`config.mk`:
```
export PLATFORM = sky130hd
export DESIGN_NAME = fwd_hazard_unit_flat
export DESIGN_NICKNAME = d
export VERILOG_FILES = /design/src/rtl/fwd_pkg.sv /design/src/rtl/fwd_hazard_unit_if.sv /design/src/rtl/fwd_port_cmp.sv /design/src/rtl/fwd_hazard_unit.sv /design/src/flat_wrapper.sv
export SDC_FILE = /design/constraint.sdc
export NUM_CORES = 1
export LEC_CHECK = 0
export CORE_ASPECT_RATIO = 0.75
export CORE_MARGIN = 2
export CORE_UTILIZATION = 30
export CTS_CLUSTER_DIAMETER = 100
export DETAILED_ROUTE_END_ITERATION = 8
export RECOVER_POWER = 50
export SKIP_LAST_GASP = 1
export SLEW_MARGIN = 20
export SYNTH_ARGS = -nofsm -noshare
export SYNTH_HDL_FRONTEND = slang
export SYNTH_HIERARCHICAL = 1
export SYNTH_SLANG_ARGS = --single-unit
```
`constraint.sdc`:
```
create_clock -name clk -period 3.6 [get_ports clk]
set_input_delay 1.08 -clock clk [delete_from_list [all_inputs] [get_ports clk]]
set_output_delay 1.08 -clock clk [all_outputs]
set_load 0.005 [all_outputs]
```
`src/rtl/fwd_pkg.sv`:
```
// Shared types and sizing helpers for the forwarding/hazard unit.
package fwd_pkg;

  localparam int unsigned NFS_MAX    = 8;
  localparam int unsigned LD_LAT_MAX = NFS_MAX - 1;

  typedef enum logic {IDLE, LDWAIT} fwd_state_e;

  // Width of the bubble counter and stage index; never narrower than one bit.
  function automatic int unsigned clog2(input int unsigned nfs);
    int unsigned w;
    w = 0;
    while ((1 << w) < nfs) w++;
    return (w == 0) ? 1 : w;
  endfunction

endpackage

```
`src/rtl/fwd_hazard_unit_if.sv`:
```
// Pipeline-side bus of the forwarding/hazard unit; stat outputs exist only with FWD_STAT_EN.
interface fwd_hazard_unit_if #(
  parameter int NRP    = 2,
  parameter int NFS    = 3,
  parameter int RADR_W = 5
);
  logic [NRP*RADR_W-1:0] rs_id;
  logic [NRP-1:0]        rs_valid;
  logic [NFS*RADR_W-1:0] rd_adr_st;
  logic [NFS-1:0]        wbk_st;
  logic [NFS-1:0]        ld_st;
  logic [NFS-1:0]        stall_st;
  logic                  stall_fin2;
  logic                  rst_pipe;
  logic [NRP*NFS-1:0]    fwd_sel_ex;
  logic [NRP-1:0]        nohit_ex;
  logic                  stall_ld;
  logic                  stall_ld_ex;
  logic                  ld_busy;
`ifdef FWD_STAT_EN
  logic [31:0]           stat_ldstall_cnt;
  logic [31:0]           stat_fwd0_cnt;

  modport master (
    output rs_id, rs_valid, rd_adr_st, wbk_st, ld_st, stall_st, stall_fin2, rst_pipe,
    input  fwd_sel_ex, nohit_ex, stall_ld, stall_ld_ex, ld_busy, stat_ldstall_cnt, stat_fwd0_cnt
  );
  modport slave (
    input  rs_id, rs_valid, rd_adr_st, wbk_st, ld_st, stall_st, stall_fin2, rst_pipe,
    output fwd_sel_ex, nohit_ex, stall_ld, stall_ld_ex, ld_busy, stat_ldstall_cnt, stat_fwd0_cnt
  );
`else
  modport master (
    output rs_id, rs_valid, rd_adr_st, wbk_st, ld_st, stall_st, stall_fin2, rst_pipe,
    input  fwd_sel_ex, nohit_ex, stall_ld, stall_ld_ex, ld_busy
  );
  modport slave (
    input  rs_id, rs_valid, rd_adr_st, wbk_st, ld_st, stall_st, stall_fin2, rst_pipe,
    output fwd_sel_ex, nohit_ex, stall_ld, stall_ld_ex, ld_busy
  );
`endif
endinterface

```
`src/rtl/fwd_port_cmp.sv`:
```
// One read port: stage compares, nearest-stage bypass select and load-hazard detection.
module fwd_port_cmp
  import fwd_pkg::*;
#(
  parameter int NFS    = 3,
  parameter int RADR_W = 5,
  parameter int LD_LAT = 1,
  parameter int CW     = 2
) (
  input  logic [RADR_W-1:0]     rs,
  input  logic                  rs_valid,
  input  logic [NFS*RADR_W-1:0] rd_adr_st,
  input  logic [NFS-1:0]        wbk_st,
  input  logic [NFS-1:0]        ld_st,
  input  logic [NFS-1:0]        stall_st,
  input  logic                  mask_near,
  output logic [NFS-1:0]        sel,
  output logic                  nohit,
  output logic                  haz,
  output logic [CW-1:0]         kmin
);

  logic [RADR_W-1:0] rd;
  logic              hit;
  logic              near;
  logic              found;

  // Ascending scan: first forwardable stage wins, first hazard stage sets kmin.
  always_comb begin
    sel   = '0;
    haz   = 1'b0;
    kmin  = '0;
    found = 1'b0;
    rd    = '0;
    hit   = 1'b0;
    near  = 1'b0;
    for (int unsigned k = 0; k < NFS; k++) begin
      rd   = rd_adr_st[k*RADR_W +: RADR_W];
      hit  = (rd != '0) && (rs == rd) && rs_valid && wbk_st[k] && !stall_st[k];
      near = (k < LD_LAT);
      if (hit && ld_st[k] && near) begin
        if (!haz) kmin = CW'(k);
        haz = 1'b1;
      end else if (hit && !found && !(mask_near && near)) begin
        sel[k] = 1'b1;
        found  = 1'b1;
      end
    end
    nohit = ~found;
  end

endmodule

```
`src/rtl/fwd_hazard_unit.sv`:
```
// Forwarding select registers and load-use stall FSM; optional stats under FWD_STAT_EN.
module fwd_hazard_unit
  import fwd_pkg::*;
#(
  parameter int NRP    = 2,
  parameter int NFS    = 3,
  parameter int RADR_W = 5,
  parameter int LD_LAT = 1
) (
  input logic               clk,
  input logic               rst_n,
  fwd_hazard_unit_if.slave  bus
);

  localparam int CW = clog2(NFS);

  if (LD_LAT < 1 || LD_LAT > NFS - 1 || LD_LAT > LD_LAT_MAX) begin : g_bad_ld_lat
    $error("fwd_hazard_unit: LD_LAT must be within 1..NFS-1");
  end

  fwd_state_e         state;
  logic [CW-1:0]      cnt;
  logic [NRP*NFS-1:0] sel_nxt;
  logic [NRP-1:0]     nohit_nxt;
  logic [NRP-1:0]     haz;
  logic [CW-1:0]      kmin_p [NRP];
  logic [CW-1:0]      kmin_all;
  logic [CW-1:0]      need;
  logic [CW-1:0]      cnt_dec;
  logic               any_haz;

  for (genvar p = 0; p < NRP; p++) begin : g_port
    fwd_port_cmp #(.NFS(NFS), .RADR_W(RADR_W), .LD_LAT(LD_LAT), .CW(CW)) u_cmp (
      .rs        (bus.rs_id[p*RADR_W +: RADR_W]),
      .rs_valid  (bus.rs_valid[p]),
      .rd_adr_st (bus.rd_adr_st),
      .wbk_st    (bus.wbk_st),
      .ld_st     (bus.ld_st),
      .stall_st  (bus.stall_st),
      .mask_near (state == LDWAIT),
      .sel       (sel_nxt[p*NFS +: NFS]),
      .nohit     (nohit_nxt[p]),
      .haz       (haz[p]),
      .kmin      (kmin_p[p])
    );
  end

  always_comb begin
    any_haz  = |haz;
    kmin_all = CW'(NFS - 1);
    for (int unsigned p = 0; p < NRP; p++) begin
      if (haz[p] && kmin_p[p] < kmin_all) kmin_all = kmin_p[p];
    end
    need    = CW'(LD_LAT - 1) - kmin_all;
    cnt_dec = (cnt == '0) ? '0 : cnt - 1'b1;
    bus.stall_ld = any_haz | ((state == LDWAIT) && (cnt != '0)) | (bus.stall_fin2 & bus.stall_ld_ex);
  end

  assign bus.ld_busy = (state != IDLE);

  always_ff @(posedge clk or negedge rst_n) begin
    if (!rst_n) begin
      bus.fwd_sel_ex  <= '0;
      bus.nohit_ex    <= '0;
      bus.stall_ld_ex <= 1'b0;
      state           <= IDLE;
      cnt             <= '0;
    end else if (bus.rst_pipe) begin
      bus.fwd_sel_ex  <= '0;
      bus.nohit_ex    <= '0;
      bus.stall_ld_ex <= 1'b0;
      state           <= IDLE;
      cnt             <= '0;
    end else begin
      bus.fwd_sel_ex  <= sel_nxt;
      bus.nohit_ex    <= nohit_nxt;
      bus.stall_ld_ex <= bus.stall_ld;
      case (state)
        IDLE: begin
          if (any_haz) begin
            state <= LDWAIT;
            cnt   <= need;
          end
        end
        LDWAIT: begin
          // A fresh hazard keeps the longer of the remaining and newly required wait.
          if (any_haz) begin
            cnt <= (need > cnt_dec) ? need : cnt_dec;
          end else if (cnt == '0) begin
            state <= IDLE;
          end else begin
            cnt <= cnt_dec;
          end
        end
        default: state <= IDLE;
      endcase
    end
  end

`ifdef FWD_STAT_EN
  logic [31:0] fwd0_inc;

  always_comb begin
    fwd0_inc = '0;
    for (int unsigned p = 0; p < NRP; p++) begin
      fwd0_inc = fwd0_inc + 32'(sel_nxt[p*NFS]);
    end
  end

  always_ff @(posedge clk or negedge rst_n) begin
    if (!rst_n) begin
      bus.stat_ldstall_cnt <= '0;
      bus.stat_fwd0_cnt    <= '0;
    end else if (bus.rst_pipe) begin
      bus.stat_ldstall_cnt <= '0;
      bus.stat_fwd0_cnt    <= '0;
    end else begin
      if (bus.stall_ld && bus.stat_ldstall_cnt != '1)
        bus.stat_ldstall_cnt <= bus.stat_ldstall_cnt + 32'd1;
      bus.stat_fwd0_cnt <= bus.stat_fwd0_cnt + fwd0_inc;
    end
  end
`endif

endmodule

```
`src/flat_wrapper.sv`:
```
// flat-port wrapper written by rule: the top's interface ports become plain ports
module fwd_hazard_unit_flat import fwd_pkg::*;
#(
  parameter int NRP    = 2,
  parameter int NFS    = 3,
  parameter int RADR_W = 5,
  parameter int LD_LAT = 1
)
  (clk, rst_n, bus_rs_id, bus_rs_valid, bus_rd_adr_st, bus_wbk_st, bus_ld_st, bus_stall_st, bus_stall_fin2, bus_rst_pipe, bus_fwd_sel_ex, bus_nohit_ex, bus_stall_ld, bus_stall_ld_ex, bus_ld_busy);
  fwd_hazard_unit_if #(.NRP(NRP), .NFS(NFS), .RADR_W(RADR_W)) bus_i ();
  input logic clk;
  input logic rst_n;
  input wire logic [$bits(bus_i.rs_id)-1:0] bus_rs_id;
  input wire logic [$bits(bus_i.rs_valid)-1:0] bus_rs_valid;
  input wire logic [$bits(bus_i.rd_adr_st)-1:0] bus_rd_adr_st;
  input wire logic [$bits(bus_i.wbk_st)-1:0] bus_wbk_st;
  input wire logic [$bits(bus_i.ld_st)-1:0] bus_ld_st;
  input wire logic [$bits(bus_i.stall_st)-1:0] bus_stall_st;
  input wire logic [$bits(bus_i.stall_fin2)-1:0] bus_stall_fin2;
  input wire logic [$bits(bus_i.rst_pipe)-1:0] bus_rst_pipe;
  output wire logic [$bits(bus_i.fwd_sel_ex)-1:0] bus_fwd_sel_ex;
  output wire logic [$bits(bus_i.nohit_ex)-1:0] bus_nohit_ex;
  output wire logic [$bits(bus_i.stall_ld)-1:0] bus_stall_ld;
  output wire logic [$bits(bus_i.stall_ld_ex)-1:0] bus_stall_ld_ex;
  output wire logic [$bits(bus_i.ld_busy)-1:0] bus_ld_busy;
  assign bus_i.rs_id = bus_rs_id;
  assign bus_i.rs_valid = bus_rs_valid;
  assign bus_i.rd_adr_st = bus_rd_adr_st;
  assign bus_i.wbk_st = bus_wbk_st;
  assign bus_i.ld_st = bus_ld_st;
  assign bus_i.stall_st = bus_stall_st;
  assign bus_i.stall_fin2 = bus_stall_fin2;
  assign bus_i.rst_pipe = bus_rst_pipe;
  assign bus_fwd_sel_ex = bus_i.fwd_sel_ex;
  assign bus_nohit_ex = bus_i.nohit_ex;
  assign bus_stall_ld = bus_i.stall_ld;
  assign bus_stall_ld_ex = bus_i.stall_ld_ex;
  assign bus_ld_busy = bus_i.ld_busy;
  fwd_hazard_unit #(.NRP(NRP), .NFS(NFS), .RADR_W(RADR_W), .LD_LAT(LD_LAT)) u_core (.clk(clk), .rst_n(rst_n), .bus(bus_i));
endmodule
```
# Word level (Yosys, flattened, before mapping)
# Index checks and enable logic that the tools add are counted.
[classes] muxes=31 n_eq_ne=8 magnitude_cmp=2 n_addsub=2 n_reduce_logical=49 n_bitwise=6
[ops] cell="$logic_and A1 B1 Y1" count=34
[ops] cell="$eq A5 B5 Y1" count=6
[ops] cell="$mux W1" count=19
[ops] cell="$mux W2" count=9
[ops] cell="$reduce_bool A5 Y1" count=3
[ops] cell="$logic_not A1 Y1" count=8
[ops] cell="$mux W6" count=1
[ops] cell="$ne A4 B4 Y1 const B" count=1
[ops] cell="$pmux W2 S2" count=1
[ops] cell="$ne A3 B2 Y1 const B" count=1
[ops] cell="$not A1 Y1" count=3
[ops] cell="$gt A2 B2 Y1" count=1
[ops] cell="$logic_not A2 Y1" count=1
[ops] cell="$lt A1 B2 Y1 const A" count=1
[ops] cell="$or A1 B1 Y1" count=2
[ops] cell="$pmux W1 S2" count=1
[ops] cell="$reduce_and A2 Y1" count=1
[ops] cell="$reduce_bool A2 Y1" count=1
[ops] cell="$reduce_or A2 Y1" count=1
[ops] cell="$sub A1 B2 Y2 const A" count=1
[ops] cell="$sub A2 B1 Y2 const B" count=1
[ops] cell="$and A1 B1 Y1" count=1
[word_totals] in_bits=40 output_inout_bits=11 ff_bits=12

# Logic depth before layout (Yosys ltp)
# Gate-level depths: netlist of run 1.
[depth] depth_word=17 depth_mapped=15 ltp_nobuf=15

# Cells and area by module
# The synthesis of run 1 kept the hierarchy.
[modules_own_cells] mod="fwd_port_cmp" instances=2 seq_area_each_um2=0.0 cells_each=41 area_per_inst_um2=296.5
[modules_own_cells] mod="fwd_hazard_unit" instances=1 seq_area_each_um2=300.3 cells_each=56 area_per_inst_um2=586.8

# Worst setup path after synthesis of run 1
# No wires, ideal clock.
[synth_timing] path_kind="in2reg" startpoint="in bus_rd_adr_st[1]" endpoint="reg u_core.cnt[0]" cell_stages=14 t_arrival_ps=3678 path_slack_ps=-217 t_required_ps=3462 n_path_buf=0 setup_time_ps=138 cell_sequence="or4_1 > o21ai_0 > nor3_1 > nand2b_1 > inv_1 > ha_1 > a2111oi_0 > nor2_1 > and2_2 > ha_1 > nor2_1 > o21ai_0 > o211ai_1 > a31oi_1"
[synth_via] elab_chain_cells=17
[synth_rtl] item="start, declared" line="flat_wrapper.sv:15" rtl="input wire logic [$bits(bus_i.rd_adr_st)-1:0] bus_rd_adr_st;"
[synth_rtl] item="$eq A5 B5 Y1 or $reduce_bool A5 Y1 (tied branches)" line="fwd_port_cmp.sv:39" rtl="hit = (rd != '0) && (rs == rd) && rs_valid && wbk_st[k] && !stall_st[k];"
[synth_rtl] item="$logic_and A1 B1 Y1 (*) (4 in a row)" line="fwd_port_cmp.sv:39"
[synth_rtl] item="$logic_and A1 B1 Y1 (*)" line="fwd_port_cmp.sv:41" rtl="if (hit && ld_st[k] && near) begin"
[synth_rtl] item="$mux W1 (*)" line="fwd_port_cmp.sv:41"
[synth_rtl] item="named net u_core.haz[0]" line="fwd_hazard_unit.sv:25" rtl="logic [NRP-1:0] haz;"
[synth_rtl] item="$mux W2" line="fwd_hazard_unit.sv:52" rtl="if (haz[p] && kmin_p[p] < kmin_all) kmin_all = kmin_p[p];"
[synth_rtl] item="$lt A1 B2 Y1" line="fwd_hazard_unit.sv:52"
[synth_rtl] item="$logic_and A1 B1 Y1" line="fwd_hazard_unit.sv:52"
[synth_rtl] item="$mux W2" line="fwd_hazard_unit.sv:52"
[synth_rtl] item="$sub A1 B2 Y2" line="fwd_hazard_unit.sv:54" rtl="need = CW'(LD_LAT - 1) - kmin_all;"
[synth_rtl] item="$gt A2 B2 Y1" line="fwd_hazard_unit.sv:88" rtl="cnt <= (need > cnt_dec) ? need : cnt_dec;"
[synth_rtl] item="$mux W2" line="fwd_hazard_unit.sv:88"
[synth_rtl] item="$mux W2" line="fwd_hazard_unit.sv:87" rtl="if (any_haz) begin"
[synth_rtl] item="$pmux W2 S2" line="fwd_hazard_unit.sv:78" rtl="case (state)"
[synth_rtl] item="$mux W2" line="fwd_hazard_unit.sv:68" rtl="end else if (bus.rst_pipe) begin"
[synth_rtl] item="end signal, assigned" line="fwd_hazard_unit.sv:82" rtl="cnt <= need;"
[synth_rtl] item="end signal, assigned" line="fwd_hazard_unit.sv:88"
[synth_rtl] item="end signal, assigned" line="fwd_hazard_unit.sv:92" rtl="cnt <= cnt_dec;"
[synth_rtl] item="end, declared" line="fwd_hazard_unit.sv:22" rtl="logic [CW-1:0] cnt;"
# The timed path passes the listed nets; every way through them passes the cells marked *. The select of a mux whose other input is x is not followed.
# A chain may end at the register's enable or synchronous reset.

# Worst setup path after layout of run 1
[layout_timing] startpoint="in bus_rd_adr_st[4]" endpoint="out bus_stall_ld"
[layout_via] elab_chain_cells=10
[layout_rtl] item="$eq A5 B5 Y1 or $reduce_bool A5 Y1 (tied branches)" line="fwd_port_cmp.sv:39"
[layout_rtl] item="$logic_and A1 B1 Y1 (*) (4 in a row)" line="fwd_port_cmp.sv:39"
[layout_rtl] item="$logic_and A1 B1 Y1 (*)" line="fwd_port_cmp.sv:41"
[layout_rtl] item="$mux W1 (*)" line="fwd_port_cmp.sv:41"
[layout_rtl] item="named net u_core.haz[1]" line="fwd_hazard_unit.sv:25"
[layout_rtl] item="$reduce_or A2 Y1 (*)" line="fwd_hazard_unit.sv:49" rtl="any_haz = |haz;"
[layout_rtl] item="$or A1 B1 Y1 (*) (2 in a row)" line="fwd_hazard_unit.sv:56" rtl="bus.stall_ld = any_haz | ((state == LDWAIT) && (cnt != '0)) | (bus.stall_fin2 & bus.stall_ld_ex);"
[layout_rtl] item="end, declared" line="flat_wrapper.sv:23" rtl="output wire logic [$bits(bus_i.stall_ld)-1:0] bus_stall_ld;"
# The timed path passes the listed nets; every way through them passes the cells marked *.

==> impl_summary.txt, run 1 <==
----------------------------------------------------
[Critical path]
  Top delay family on crit path ... simple AND/OR/NAND/NOR gates
  CP endpoint ... bus_stall_ld
  Reg-to-reg setup timing slack ... 2240 ps
  Critical path type ... in2out
  Start of the worst register-to-register path ... u_core/bus.ld_busy$_DFF_PN0_
  R2r endpoint ... u_core/cnt[1]$_DFFE_PN0P_
  Kind of end point of the critical path ... primary output
  Total number of cells along the worst setup path ... 9
  Critical Path, Cell by Cell ... buf_6, or4_4, o21ai_4, nor3_4, buf_4, buf_6, nor2_4, nand3_2, buf_2
  Data arrival, critical path ... 2500 ps
  Max Fanout on Critical Path ... 3
  Buffers & Inverters on Critical Path ... 4
  Worst setup SP type ... input pin
  Critical Path Start ... bus_rd_adr_st[4]
  FF-to-FF path depth ... 2
  Most Frequent Cell on Critical Path ... sky130_fd_sc_hd__buf_6
  Largest stage delay on the critical path ... 550 ps
  Cell with the largest stage delay on the worst path ... sky130_fd_sc_hd__or4_4
  Required time reported for the critical path endpoint ... 2520 ps

[Cells and area]
  Commonest non-fill, non-tap cell in the layout ... sky130_fd_sc_hd__buf_4
  Post-route cell area ... 0.002266 sq mm
  Most frequent cells in the layout ... sky130_fd_sc_hd__buf_4, sky130_fd_sc_hd__clkdlybuf4s50_1, sky130_fd_sc_hd__xnor2_1, sky130_fd_sc_hd__dfrtp_1, sky130_fd_sc_hd__nor2b_1
  Area added between synthesis and finish ... 92.05%
  Total Nets Final ... 286
  Antenna Diode Count ... 0
  Final core utilization ... 61.10%
  Layout cells sized above 1 ... 36.93%

[STA]
  Pin slew with the least headroom to its limit ... 532.6 ps
  Tightest hold margin ... 607.7 ps
  Final-report hold violation count ... 0
  Count of final max-slew check failures ... 0
  Share of the clock period used by the worst path ... 99.46%
  Clock Skew ... 1.226 ps
  Setup repair after global routing missed its margin ... true
  Shortest clock period the worst path allows after layout ... 3581 ps
  # setup viols final ... 0
  Achievable Freq ... 279.3 MHz
  Relative slew slack ... 64.37%

[Synth]
  Post-synth top area cell ... sky130_fd_sc_hd__dfrtp_1
  Top post-synthesis cells by area ... sky130_fd_sc_hd__dfrtp_1, sky130_fd_sc_hd__xnor2_1, sky130_fd_sc_hd__xor2_1
  Area share of the largest cell type after synthesis ... 25.45%
  Warning count from the yosys run ... 6
  Post-synthesis average cell area ... 8.550 sq um
  Synth cell types ... 33
  Netlist Area Pre-Place ... 0.001180 sq mm
  Flop and latch count out of synthesis ... 12
  Number of standard cells after synthesis ... 138
  Part of the Yosys area used for sequential elements ... 25.45%

[Placed design]
  Total cell area at the placement stage ... 0.001954 sq mm
  Detailed Place HPWL ... 3218 um
  Number of port buffers ... 48
  RePlAce Congestion ... 0.8159

[GRT]
  Initial antenna violation count ... 0
  First-pass GRT wire length ... 6796 um
  Pin count of the biggest net entering global routing ... 13
  Global-route total usage across every layer ... 19.13%
  Vias in the first global route ... 1443
  GRT overflow ... 0

[Power]
  Internal Dissipation ... 301.3 uW
  Static leakage power ... 0.0009945 uW
  Sw frac ... 25.99%
  Power density over cell area ... 179.7 mW/mm^2
  P_sw ... 105.8 uW
  Sequential cell fraction of total power ... 33.7%
  Overall Power ... 407.1 uW
  Worst VDD drop ... 0.1561 mV
  Combinational fraction of design power ... 38.6%
  Part of the total power dissipated in the clock network ... 27.7%

[Route]
  Via count ... 1390
  Wirelength per Cell ... 14.10 um
  DRC marker count from the first detailed-route iteration ... 50
  First-pass DRT Iterations ... 4
  DRC ... 0
  Vias per cell ... 4.744
  Antenna Violating Nets Remaining ... 0
  Total wire length ... 4131 um

[CTS]
  Clock latency at the later pin of the worst-skew pair ... 230 ps
  CTS HTree Levels ... 1
  Clock transition at the register clock pins on the worst setup and hold paths after CTS ... 50 ps
  Clock tree from TritonCTS ... done
  Maximum count of clock buffers along a single path ... 2
  TritonCTS Sinks ... 12
  Clock Tree Root ... sky130_fd_sc_hd__clkbuf_8
  Number of CTS-inserted buffers ... 3

[Die]
  Die Width ... 76.42 um
  Initial Util ... 31.82%
  Number of top-level design ports ... 51
  Height of the die ... 58.31 um
  Area of the placeable core ... 0.003709 sq mm
  Placement Rows ... 19
  Floorplan die area ... 0.004456 sq mm

[Min path]
  Hold path start ... u_core/bus.stall_ld_ex$_DFF_PN0_
  Hold Path Class ... reg2reg

[Run]
  Number of maximum-capacitance violations ... 0

[Run status]
  Result of the run ... complete, no violations

----------------------------------------------------
## cells in the mapped netlist
master / instances
sky130_fd_sc_hd__clkbuf_1: 1
sky130_fd_sc_hd__o22ai_1: 1
sky130_fd_sc_hd__a2111oi_0: 1
sky130_fd_sc_hd__conb_1: 2
sky130_fd_sc_hd__nor3_1: 11
sky130_fd_sc_hd__and2_1: 4
sky130_fd_sc_hd__nand2_1: 6
sky130_fd_sc_hd__o21ai_0: 6
sky130_fd_sc_hd__nor2b_1: 10
sky130_fd_sc_hd__or4_1: 4
sky130_fd_sc_hd__a31oi_1: 2
sky130_fd_sc_hd__and2_2: 1
sky130_fd_sc_hd__xor2_1: 8
sky130_fd_sc_hd__a21oi_1: 4
sky130_fd_sc_hd__nand2b_4: 1
sky130_fd_sc_hd__o21ai_2: 2
sky130_fd_sc_hd__nand4_1: 2
sky130_fd_sc_hd__inv_1: 4
sky130_fd_sc_hd__o211ai_2: 1
sky130_fd_sc_hd__xnor2_1: 18
sky130_fd_sc_hd__nand3_1: 4
sky130_fd_sc_hd__nor2_1: 7
sky130_fd_sc_hd__dfrtp_1: 12
sky130_fd_sc_hd__nor4_1: 2
sky130_fd_sc_hd__ha_1: 3
sky130_fd_sc_hd__or4b_1: 1
sky130_fd_sc_hd__a221oi_2: 1
sky130_fd_sc_hd__o211ai_1: 3
sky130_fd_sc_hd__nor3b_2: 2
sky130_fd_sc_hd__nand2b_1: 1
sky130_fd_sc_hd__nor3_2: 4
sky130_fd_sc_hd__buf_4: 4
sky130_fd_sc_hd__nand4b_1: 5
## what timing repair did
action,in CTS,in global routing
setup endpoints to repair,3,11
gates cloned,0,0
hold buffers,0,0
pin swaps,13,4
gates resized for setup,29,19
buffers inserted,24,3
## flip-flops by register name, indices dropped and copies added (netlist names)
register	flops
u_core/bus.ld_busy	1
u_core/bus.nohit_ex	2
u_core/cnt	2
u_core/bus.fwd_sel_ex	6
u_core/bus.stall_ld_ex	1
## through the flow
stage | instances | setup TNS [ps] | worst slack, ps
after floorplan | 140 | 0 | 5.598
after global placement | 263 | -1236 | -537.0
after detailed placement | 263 | -1352 | -549.7
after CTS | 290 | -30.44 | -30.44
after global routing | 293 | -210.6 | -190.9
final | 293 | 0 | 19.39
## per-layer routing
layer | GRT usage, % | share of wire [%] | routed length [um]
met4 | 4.935 | 1.6 | 67
met5 | 0 | 0 | 0
met2 | 35.27 | 50 | 2076
met3 | 1.994 | 2.9 | 119
met1 | 24.52 | 45 | 1869
## kinds of logic after synthesis
| family | Yosys count | share of synthesized area (%) |
|---|---|---|
| other cells | 2 | 0.6365 |
| buf+inv | 9 | 4.135 |
| simple gates | 65 | 34.99 |
| compound gates | 21 | 12.30 |
| xor+xnor | 26 | 19.30 |
| fa+ha+maj | 3 | 3.182 |
| flops | 12 | 25.45 |
## worst register-to-register path: cells and delay by family, from the launching register on
kind	cells	cell delay, ps
AOI/OAI and AO/OA	1	220
DFF	1	470
and+or+nand+nor	1	590
## worst min path at each step
stage                                  endpoint  slack, ps  depth (start not counted)
3_5_place_dp   u_core/bus.stall_ld_ex$_DFF_PN0_        580                          2
4_1_cts        u_core/bus.stall_ld_ex$_DFF_PN0_        590                          2
2_1_floorplan         u_core/cnt[0]$_DFFE_PN0P_        560                          2
5_1_grt               u_core/cnt[1]$_DFFE_PN0P_        660                          2
3_3_place_gp   u_core/bus.stall_ld_ex$_DFF_PN0_        560                          2
6_report       u_core/bus.stall_ld_ex$_DFF_PN0_        610                          2
## power by group through the flow
stage / clock, uW / combinational [uW] / sequential, uW
floorplan: 0 / 48.6 / 140
global placement: 0 / 132 / 139
detailed placement: 0 / 136 / 139
CTS: 116 / 150 / 137
global route: 123 / 169 / 137
finish: 113 / 157 / 137
## cell type report
cell class	count	area, sq um
fill	322	1443
sequential	12	300.3
inverter	4	15.01
multi-input combinational	119	962.2
tap	52	65.06
clock buffer	3	41.29
timing repair buffer	103	882.1
Power figures use the tool's default switching activity.
==> run 2: changes to the inputs <==
--- a/config.mk
+++ b/config.mk
@@ -17,3 +17,4 @@
 export SYNTH_HDL_FRONTEND = slang
 export SYNTH_HIERARCHICAL = 1
 export SYNTH_SLANG_ARGS = --single-unit
+export TNS_END_PERCENT = 5
==> run 2 against run 1 <==
The run now ends with negative setup slack left. Count of clock-buffer cells in the layout did not move. Non-clock buffer count fell by 3. Largest cell class unchanged. Sequential power barely moved.
==> impl_summary.txt, run 2 (same netlist as run 1, synthesis figures left out) <==
----------------------------------------------------
[Critical path]
  R2r endpoint ... u_core/bus.fwd_sel_ex[5]$_DFF_PN0_ (was u_core/cnt[1]$_DFFE_PN0P_)
  Required time reported for the critical path endpoint ... 3700 ps (was 2520 ps)
  Critical Path, Cell by Cell ... clkdlybuf4s50_1, xnor2_1, nand4_1, buf_4, buf_4, buf_4, buf_4, buf_4, buf_4, buf_4, buf_4, buf_4, buf_4, nor3_2, nor3_2, nor2b_1 (was buf_6, or4_4, o21ai_4, nor3_4, buf_4, buf_6, nor2_4, nand3_2, buf_2)
  Reg-to-reg setup timing slack ... 2240 ps (about the same)
  FF-to-FF path depth ... 5 (was 2)
  Max Fanout on Critical Path ... 4 (was 3)
  Kind of end point of the critical path ... flip-flop (was primary output)
  Worst setup SP type ... input pin (unchanged)
  Most Frequent Cell on Critical Path ... sky130_fd_sc_hd__buf_4 (was sky130_fd_sc_hd__buf_6)
  Start of the worst register-to-register path ... u_core/bus.ld_busy$_DFF_PN0_ (unchanged)
  Cell with the largest stage delay on the worst path ... sky130_fd_sc_hd__clkdlybuf4s50_1 (was sky130_fd_sc_hd__or4_4)
  Data arrival, critical path ... 3810 ps (was 2500 ps)
  Largest stage delay on the critical path ... 490 ps (was 550 ps)
  Critical path type ... in2reg (was in2out)

[GRT]
  Global-route total usage across every layer ... 19.13% (unchanged)
  Pin count of the biggest net entering global routing ... 13 (unchanged)
  GRT overflow ... 0 (unchanged)
  Vias in the first global route ... 1443 (unchanged)
  First-pass GRT wire length ... 6796 um (unchanged)
  Initial antenna violation count ... 0 (unchanged)

[Cells and area]
  Seq. cell area ... 300.3 sq um (unchanged)
  Antenna Diode Count ... 0 (unchanged)
  Post-layout instance count excluding filler cells ... 290 (was 293)
  Layout filler cell count ... 330 (was 322)
  Biggest registers after layout ... u_core/bus.fwd_sel_ex: 6 flops, u_core/bus.nohit_ex: 2 flops, u_core/cnt: 2 flops (unchanged)
  Post-route cell area ... 0.002213 sq mm (was 0.002266 sq mm)
  Register name with the most flops ... u_core/bus.fwd_sel_ex (unchanged)
  Multi-input logic area ... 929.6 sq um (was 962.2 sq um)
  Area added between synthesis and finish ... 87.59% (was 92.05%)
  Commonest non-fill, non-tap cell in the layout ... sky130_fd_sc_hd__buf_4 (unchanged)
  Total Nets Final ... 283 (was 286)
  Final core utilization ... 59.68% (was 61.10%)
  Max reg flops ... 6 (unchanged)
  Most frequent cells in the layout ... sky130_fd_sc_hd__buf_4, sky130_fd_sc_hd__clkdlybuf4s50_1, sky130_fd_sc_hd__xnor2_1, sky130_fd_sc_hd__dfrtp_1 (was sky130_fd_sc_hd__buf_4, sky130_fd_sc_hd__clkdlybuf4s50_1, sky130_fd_sc_hd__xnor2_1, sky130_fd_sc_hd__dfrtp_1, sky130_fd_sc_hd__nor2b_1)
  Layout cells sized above 1 ... 34.45% (was 36.93%)

[Run status]
  Violated checks ... negative setup slack
  Result of the run ... complete, but fails checks (was complete, no violations)

[CTS]
  Clock latency at the later pin of the worst-skew pair ... 230 ps (about the same)
  Clock tree from TritonCTS ... done (unchanged)
  Number of CTS-inserted buffers ... 3 (unchanged)
  CTS HTree Levels ... 1 (unchanged)
  Maximum count of clock buffers along a single path ... 2 (unchanged)
  TritonCTS Sinks ... 12 (unchanged)
  Clock transition at the register clock pins on the worst setup and hold paths after CTS ... 50 ps (about the same)
  Clock Tree Root ... sky130_fd_sc_hd__clkbuf_8 (unchanged)

[Power]
  Static leakage power ... 0.0009176 uW (was 0.0009945 uW)
  Part of the total power dissipated in the clock network ... 28.0% (was 27.7%)
  Worst VDD drop ... 0.1566 mV (was 0.1561 mV)
  Power density over cell area ... 182.4 mW/mm^2 (was 179.7 mW/mm^2)
  Overall Power ... 403.7 uW (was 407.1 uW)
  Combinational fraction of design power ... 38.0% (was 38.6%)
  Internal Dissipation ... 300.2 uW (was 301.3 uW)
  Sw frac ... 25.64% (was 25.99%)
  P_sw ... 103.5 uW (was 105.8 uW)
  Sequential cell fraction of total power ... 34.0% (was 33.7%)

[Route]
  Wirelength per Cell ... 13.82 um (was 14.10 um)
  Antenna Violating Nets Remaining ... 0 (unchanged)
  Total wire length ... 4009 um (was 4131 um)
  DRC ... 0 (unchanged)
  Vias per cell ... 4.710 (was 4.744)
  DRC marker count from the first detailed-route iteration ... 43 (was 50)
  Via count ... 1366 (was 1390)
  First-pass DRT Iterations ... 6 (was 4)

[Die]
  Area of the placeable core ... 0.003709 sq mm (unchanged)
  Die Width ... 76.42 um (unchanged)
  Placement Rows ... 19 (unchanged)
  Floorplan die area ... 0.004456 sq mm (unchanged)
  Initial Util ... 31.82% (unchanged)
  Height of the die ... 58.31 um (unchanged)
  Number of top-level design ports ... 51 (unchanged)

[Placed design]
  Number of port buffers ... 48 (unchanged)
  Number of cells in the design after placement ... 263 (unchanged)
  RePlAce Congestion ... 0.8159 (unchanged)
  Detailed Place HPWL ... 3218 um (unchanged)
  Total cell area at the placement stage ... 0.001954 sq mm (unchanged)

[Min path]
  Hold path start ... u_core/bus.stall_ld_ex$_DFF_PN0_ (unchanged)
  Hold Path Stages ... 2 (unchanged)
  Destination of the worst hold path ... u_core/bus.stall_ld_ex$_DFF_PN0_ (unchanged)
  Hold Path Class ... reg2reg (unchanged)

[STA]
  Shortest clock period the worst path allows after layout ... 3705 ps (was 3581 ps)
  Achievable Freq ... 269.9 MHz (was 279.3 MHz)
  # setup viols final ... 8 (was 0)
  Pin slew with the least headroom to its limit ... 520.4 ps (was 532.6 ps)
  Share of the clock period used by the worst path ... 102.9% (was 99.46%)
  Final-report hold violation count ... 0 (unchanged)
  Count of final max-slew check failures ... 0 (unchanged)
  Final setup slack of the worst path ... -105.4 ps (was 19.39 ps)
  Clock Skew ... 3.194 ps (was 1.226 ps)
  Final TNS setup ... -516.6 ps (was 0 ps)
  Setup repair after global routing missed its margin ... true (unchanged)
  Relative slew slack ... 65.19% (was 64.37%)

[Run]
  Number of maximum-capacitance violations ... 0 (unchanged)

----------------------------------------------------
[run 2: per-layer routing]
metal / vias to the layer above / wire (um) / global-route usage, %
li1: 688 / - / -
met1: 637 / 1814 / 24.52
met2: 33 / 2022 / 35.27
met3: 8 / 106 / 1.994
met4: 0 / 66 / 4.935
met5: - / 0 / 0
[run 2: layout make-up]
class | instances | share of cell area (%)
clock buffers | 3 | 1.865
repair buffers | 100 | 38.95
flip-flops and latches | 12 | 13.57
well taps | 52 | 2.940
multi-input cells | 119 | 42.00
inverters | 4 | 0.6784
[run 2: worst max path at each step]
stage / start / slack [ps] / cells past startpoint / end
finish: bus_rs_id[8] / -110 / 16 / u_core/bus.fwd_sel_ex[5]$_DFF_PN0_
CTS: bus_rs_id[8] / -30 / 7 / bus_stall_ld
floorplan: bus_rd_adr_st[3] / 6 / 14 / u_core/cnt[0]$_DFFE_PN0P_
global route: bus_rd_adr_st[1] / -270 / 16 / u_core/cnt[0]$_DFFE_PN0P_
detailed placement: bus_rd_adr_st[3] / -550 / 15 / u_core/cnt[0]$_DFFE_PN0P_
global placement: bus_rd_adr_st[2] / -540 / 7 / bus_stall_ld
[run 2: per-stage QoR]
step                hold slack [ps]  setup WS (ps)
floorplan                     557.6          5.598
global placement              562.4         -537.0
detailed placement            584.3         -549.7
CTS                           591.9         -30.44
global route                  657.2         -273.7
finish                        589.8         -105.4
[run 2: repair_timing]
action	in CTS	in global routing
endpoints found under the setup margin	3	11
resized for setup	29	1
pin swaps	13	1
setup buffers	24	0
hold buffers	0	0
[run 2: power by group through the flow]
stage / clock network (uW) / registers (uW) / logic [uW]
floorplan: 0 / 140 / 48.6
finish: 113 / 137 / 153
CTS: 116 / 137 / 150
detailed placement: 0 / 139 / 136
global placement: 0 / 139 / 132
global route: 123 / 137 / 165
[run 2: worst max-delay path: cells and delay by family]
kind | cells | cell delay (ps)
and+or+nand+nor | 4 | 810
xor gates and xnor gates | 1 | 120
buffers and inverters | 11 | 1780
==> RTL change: new RTL, config.mk and constraints of run 1 <==
`NRP` is set to 2 in 3 places; all go to 4.
--- a/src/rtl/fwd_hazard_unit_if.sv
+++ b/src/rtl/fwd_hazard_unit_if.sv
@@ -1,6 +1,6 @@
 // Pipeline-side bus of the forwarding/hazard unit; stat outputs exist only with FWD_STAT_EN.
 interface fwd_hazard_unit_if #(
-  parameter int NRP    = 2,
+  parameter int NRP    = 4,
   parameter int NFS    = 3,
   parameter int RADR_W = 5
 );
--- a/src/rtl/fwd_hazard_unit.sv
+++ b/src/rtl/fwd_hazard_unit.sv
@@ -2,7 +2,7 @@
 module fwd_hazard_unit
   import fwd_pkg::*;
 #(
-  parameter int NRP    = 2,
+  parameter int NRP    = 4,
   parameter int NFS    = 3,
   parameter int RADR_W = 5,
   parameter int LD_LAT = 1
--- a/src/flat_wrapper.sv
+++ b/src/flat_wrapper.sv
@@ -1,7 +1,7 @@
 // flat-port wrapper written by rule: the top's interface ports become plain ports
 module fwd_hazard_unit_flat import fwd_pkg::*;
 #(
-  parameter int NRP    = 2,
+  parameter int NRP    = 4,
   parameter int NFS    = 3,
   parameter int RADR_W = 5,
   parameter int LD_LAT = 1
Ports: changed (resized bus_fwd_sel_ex, bus_nohit_ex, bus_rs_id and bus_rs_valid); port bits go from 51 to 71. No check against the original RTL was run, so the function may have changed too.
==> RTL change against run 1 <==
The run now ends with setup timing left. Synthesized cell count up 91%. Power is 52% higher. Design area is 69% higher. Sequential cell count grew 8. Cell count up 72%. Die area is 84% higher. Synthesized area grew 90%. Setup slack worse by 1.4 ns. Non-clock buffer count is 39 higher. Sequential power up 67%. Sequential share of layout area fell by 0.16 points. Routed wire length is 72% higher. Largest power group unchanged. Highest routed layer unchanged.
==> RTL change: results (changes against run 1) <==
Run status: finished with violations (was completed). The final reports fail on setup timing. The arithmetic-cell share of the synthesized area counting full adders, half adders and majority gates came out at 0.0279 (was 0.0318).

Registers with the highest flip-flop counts: u_core/bus.fwd_sel_ex x12, u_core/bus.nohit_ex x4, u_core/cnt x2 (was u_core/bus.fwd_sel_ex x6, u_core/bus.nohit_ex x2, u_core/cnt x2). The critical-path maximum fanout is 5 (was 3). The largest voltage drop on the vdd net came to 0.0841 mV (was 0.156 mV).

The maximum clock skew at final layout is 0.00469 ns (was 0.00123 ns). The count of unique library cells instantiated by Yosys is 44 (was 33). The worst-margin pin slew came out at 0.819 ns (was 0.533 ns). The fraction of the yosys area taken by sequential cells is 0.223 (was 0.255). The post-detailed-placement cell area is 3550 um2 (was 1950 um2). The synthesized-area fraction occupied by xor and xnor cells is 0.207 (was 0.193). The combinational group share of total power came out at 0.413 (was 0.386). The fraction of final layout cells with drive strength greater than 1 is 0.326 (was 0.369). The internal reg-to-reg setup slack is 2.00 ns (was 2.24 ns). The setup TNS came to -2.97 ns (was 0 ns).

Top cells by area in the synthesized netlist: dfrtp_1 22%, xnor2_1 14%, xor2_1 6.6%, nor2b_1 6.1%, nor3_1 4.9% (was dfrtp_1 25%, xnor2_1 13%, xor2_1 5.9%, nor2b_1 5.3%, nor3_1 4.7%). The clock group power was 0.000134 W (was 0.000113 W). The number of global-route vias before repair came out at 2330 (was 1443). Leading post-synthesis cells by instance count: 36 x xnor2_1, 22 x nor2b_1, 22 x nor3_1, 20 x dfrtp_1, 17 x xor2_1 (was 18 x xnor2_1, 12 x dfrtp_1, 11 x nor3_1, 10 x nor2b_1, 8 x xor2_1).

The worst-case setup slack after placement came out at -2.07 ns (was -0.550 ns). The insertion delay of the later-clocked pin in the worst-skew pair is 0.25 ns (was 0.23 ns). The count of final hold-check violations came to 0 (unchanged). The final routed wire length divided by cell count was 14.2 um (was 14.1 um). The ratio of total power to cell area is 162 nW/um2 (was 180 nW/um2). The number of antenna diodes is 0 (unchanged).

The initial detailed-routing violation count came out at 92 (was 50). The leakage component of the power came out at 1.63 nW (was 0.994 nW). The global routing usage summed across all routing layers is 0.171 (was 0.191).

The number of buffers inserted during clock tree synthesis came out at 3 (unchanged). The proportion of synthesized flip-flops having asynchronous set or reset came out at 1.00 (unchanged). The fill cell total of the finished layout came out at 682 (was 322). The total of buffers placed on input and output ports is 68 (was 48). The HPWL after detailed placement came out at 5710 um (was 3220 um). The smallest setup slack after layout came out at -1.37 ns (was 0.0194 ns).

The count of nets after finishing was 461 (was 286). The internal power was 0.000439 W (was 0.000301 W). The total number of vias was 2402 (was 1390). The global-route wire length before repair came out at 11400 um (was 6800 um). The final weighted congestion in routability-driven placement came out at 0.859 (was 0.816). The classification of the worst setup path is input pin to flop (was input pin to output pin).

The area fraction in compound gates after synthesis is 0.127 (was 0.123). The setup violation total in the final timing report is 3 (was 0). The arrival time of the worst setup path was 5.11 ns (was 2.50 ns).
[RTL change: cell count changes after synthesis, sizes merged, moves of 5 or more]
| cell | run 1 | this run |
|---|---|---|
| a21oi | 4 | 9 |
| xor2 | 8 | 17 |
| nor2b | 10 | 22 |
| nor3b | 2 | 8 |
| o21ai | 8 | 13 |
| or4 | 4 | 9 |
| dfrtp | 12 | 20 |
| nor3 | 15 | 30 |
| xnor2 | 18 | 36 |
[RTL change: layout make-up]
class	count	area, um2	area share
Sequential cell	20	500	0.131
Tap cell	101	126	0.0330
Timing Repair Buffer	142	1250	0.328
Clock buffer	3	41.3	0.0108
Multi-Input combinational cell	235	1890	0.495
Inverter	2	7.51	0.00196
[RTL change: layer usage]
metal	vias to the layer above	global-route usage	part of all wire
met5	-	0	0
met4	0	0.0527	0.019
met3	12	0.0148	0.054
met2	79	0.275	0.44
met1	1094	0.244	0.49
li1	1217	-	-
[RTL change: what timing repair did]
action | 4_1_cts | 5_1_grt
gates cloned | 0 | 0
resized for setup | 37 | 34
pin swaps | 14 | 23
hold endpoints to repair | 0 | 0
setup buffers | 3 | 9
setup endpoints to repair | 3 | 3
[RTL change: how the worst min path moves through the flow]
stage / start / to / cells after the start
3_5_place_dp: u_core/bus.stall_ld_ex / u_core/bus.stall_ld_ex / 2
4_1_cts: u_core/bus.stall_ld_ex / u_core/bus.stall_ld_ex / 2
5_1_grt: u_core/bus.stall_ld_ex / u_core/bus.stall_ld_ex / 2
2_1_floorplan: u_core/bus.stall_ld_ex / u_core/bus.stall_ld_ex / 2
3_3_place_gp: u_core/bus.stall_ld_ex / u_core/bus.stall_ld_ex / 2
6_report: u_core/bus.stall_ld_ex / u_core/bus.stall_ld_ex / 2
[RTL change: critical path: stages]
cell and delay, ns:
buf_8 0.10, or4_4 0.53, o21ai_2 0.13, nor3_2 0.06
nor2b_4 0.14, ha_4 0.21, or3b_4 0.37, nor2b_4 0.15
nor2_4 0.09, ha_4 0.16, buf_6 0.10, o2bb2ai_4 0.05
or2_4 0.26, ha_4 0.23, nor3b_4 0.20, a21o_1 0.15
o22ai_2 0.09, nor3_2 0.22, buf_4 0.14, o21a_1 0.12
ha_2 0.15, and3_4 0.17, a211oi_2 0.04, and3_1 0.17
[RTL change: per-stage QoR]
step | hold WS [ns] | cells
floorplan | 0.565 | 267
global placement | 0.571 | 488
global route | 0.600 | 503
CTS | 0.575 | 494
detailed placement | 0.565 | 488
finish | 0.571 | 503
[RTL change: cell families after synthesis]
logic type               count (synthesis)
flip-flops                              20
XOR/XNOR                                53
AO/OA/AOI/OAI                           40
buffers and inverters                   12
other                                    4
AND/OR/NAND/NOR                        129
adder cells (fa/ha/maj)                  5
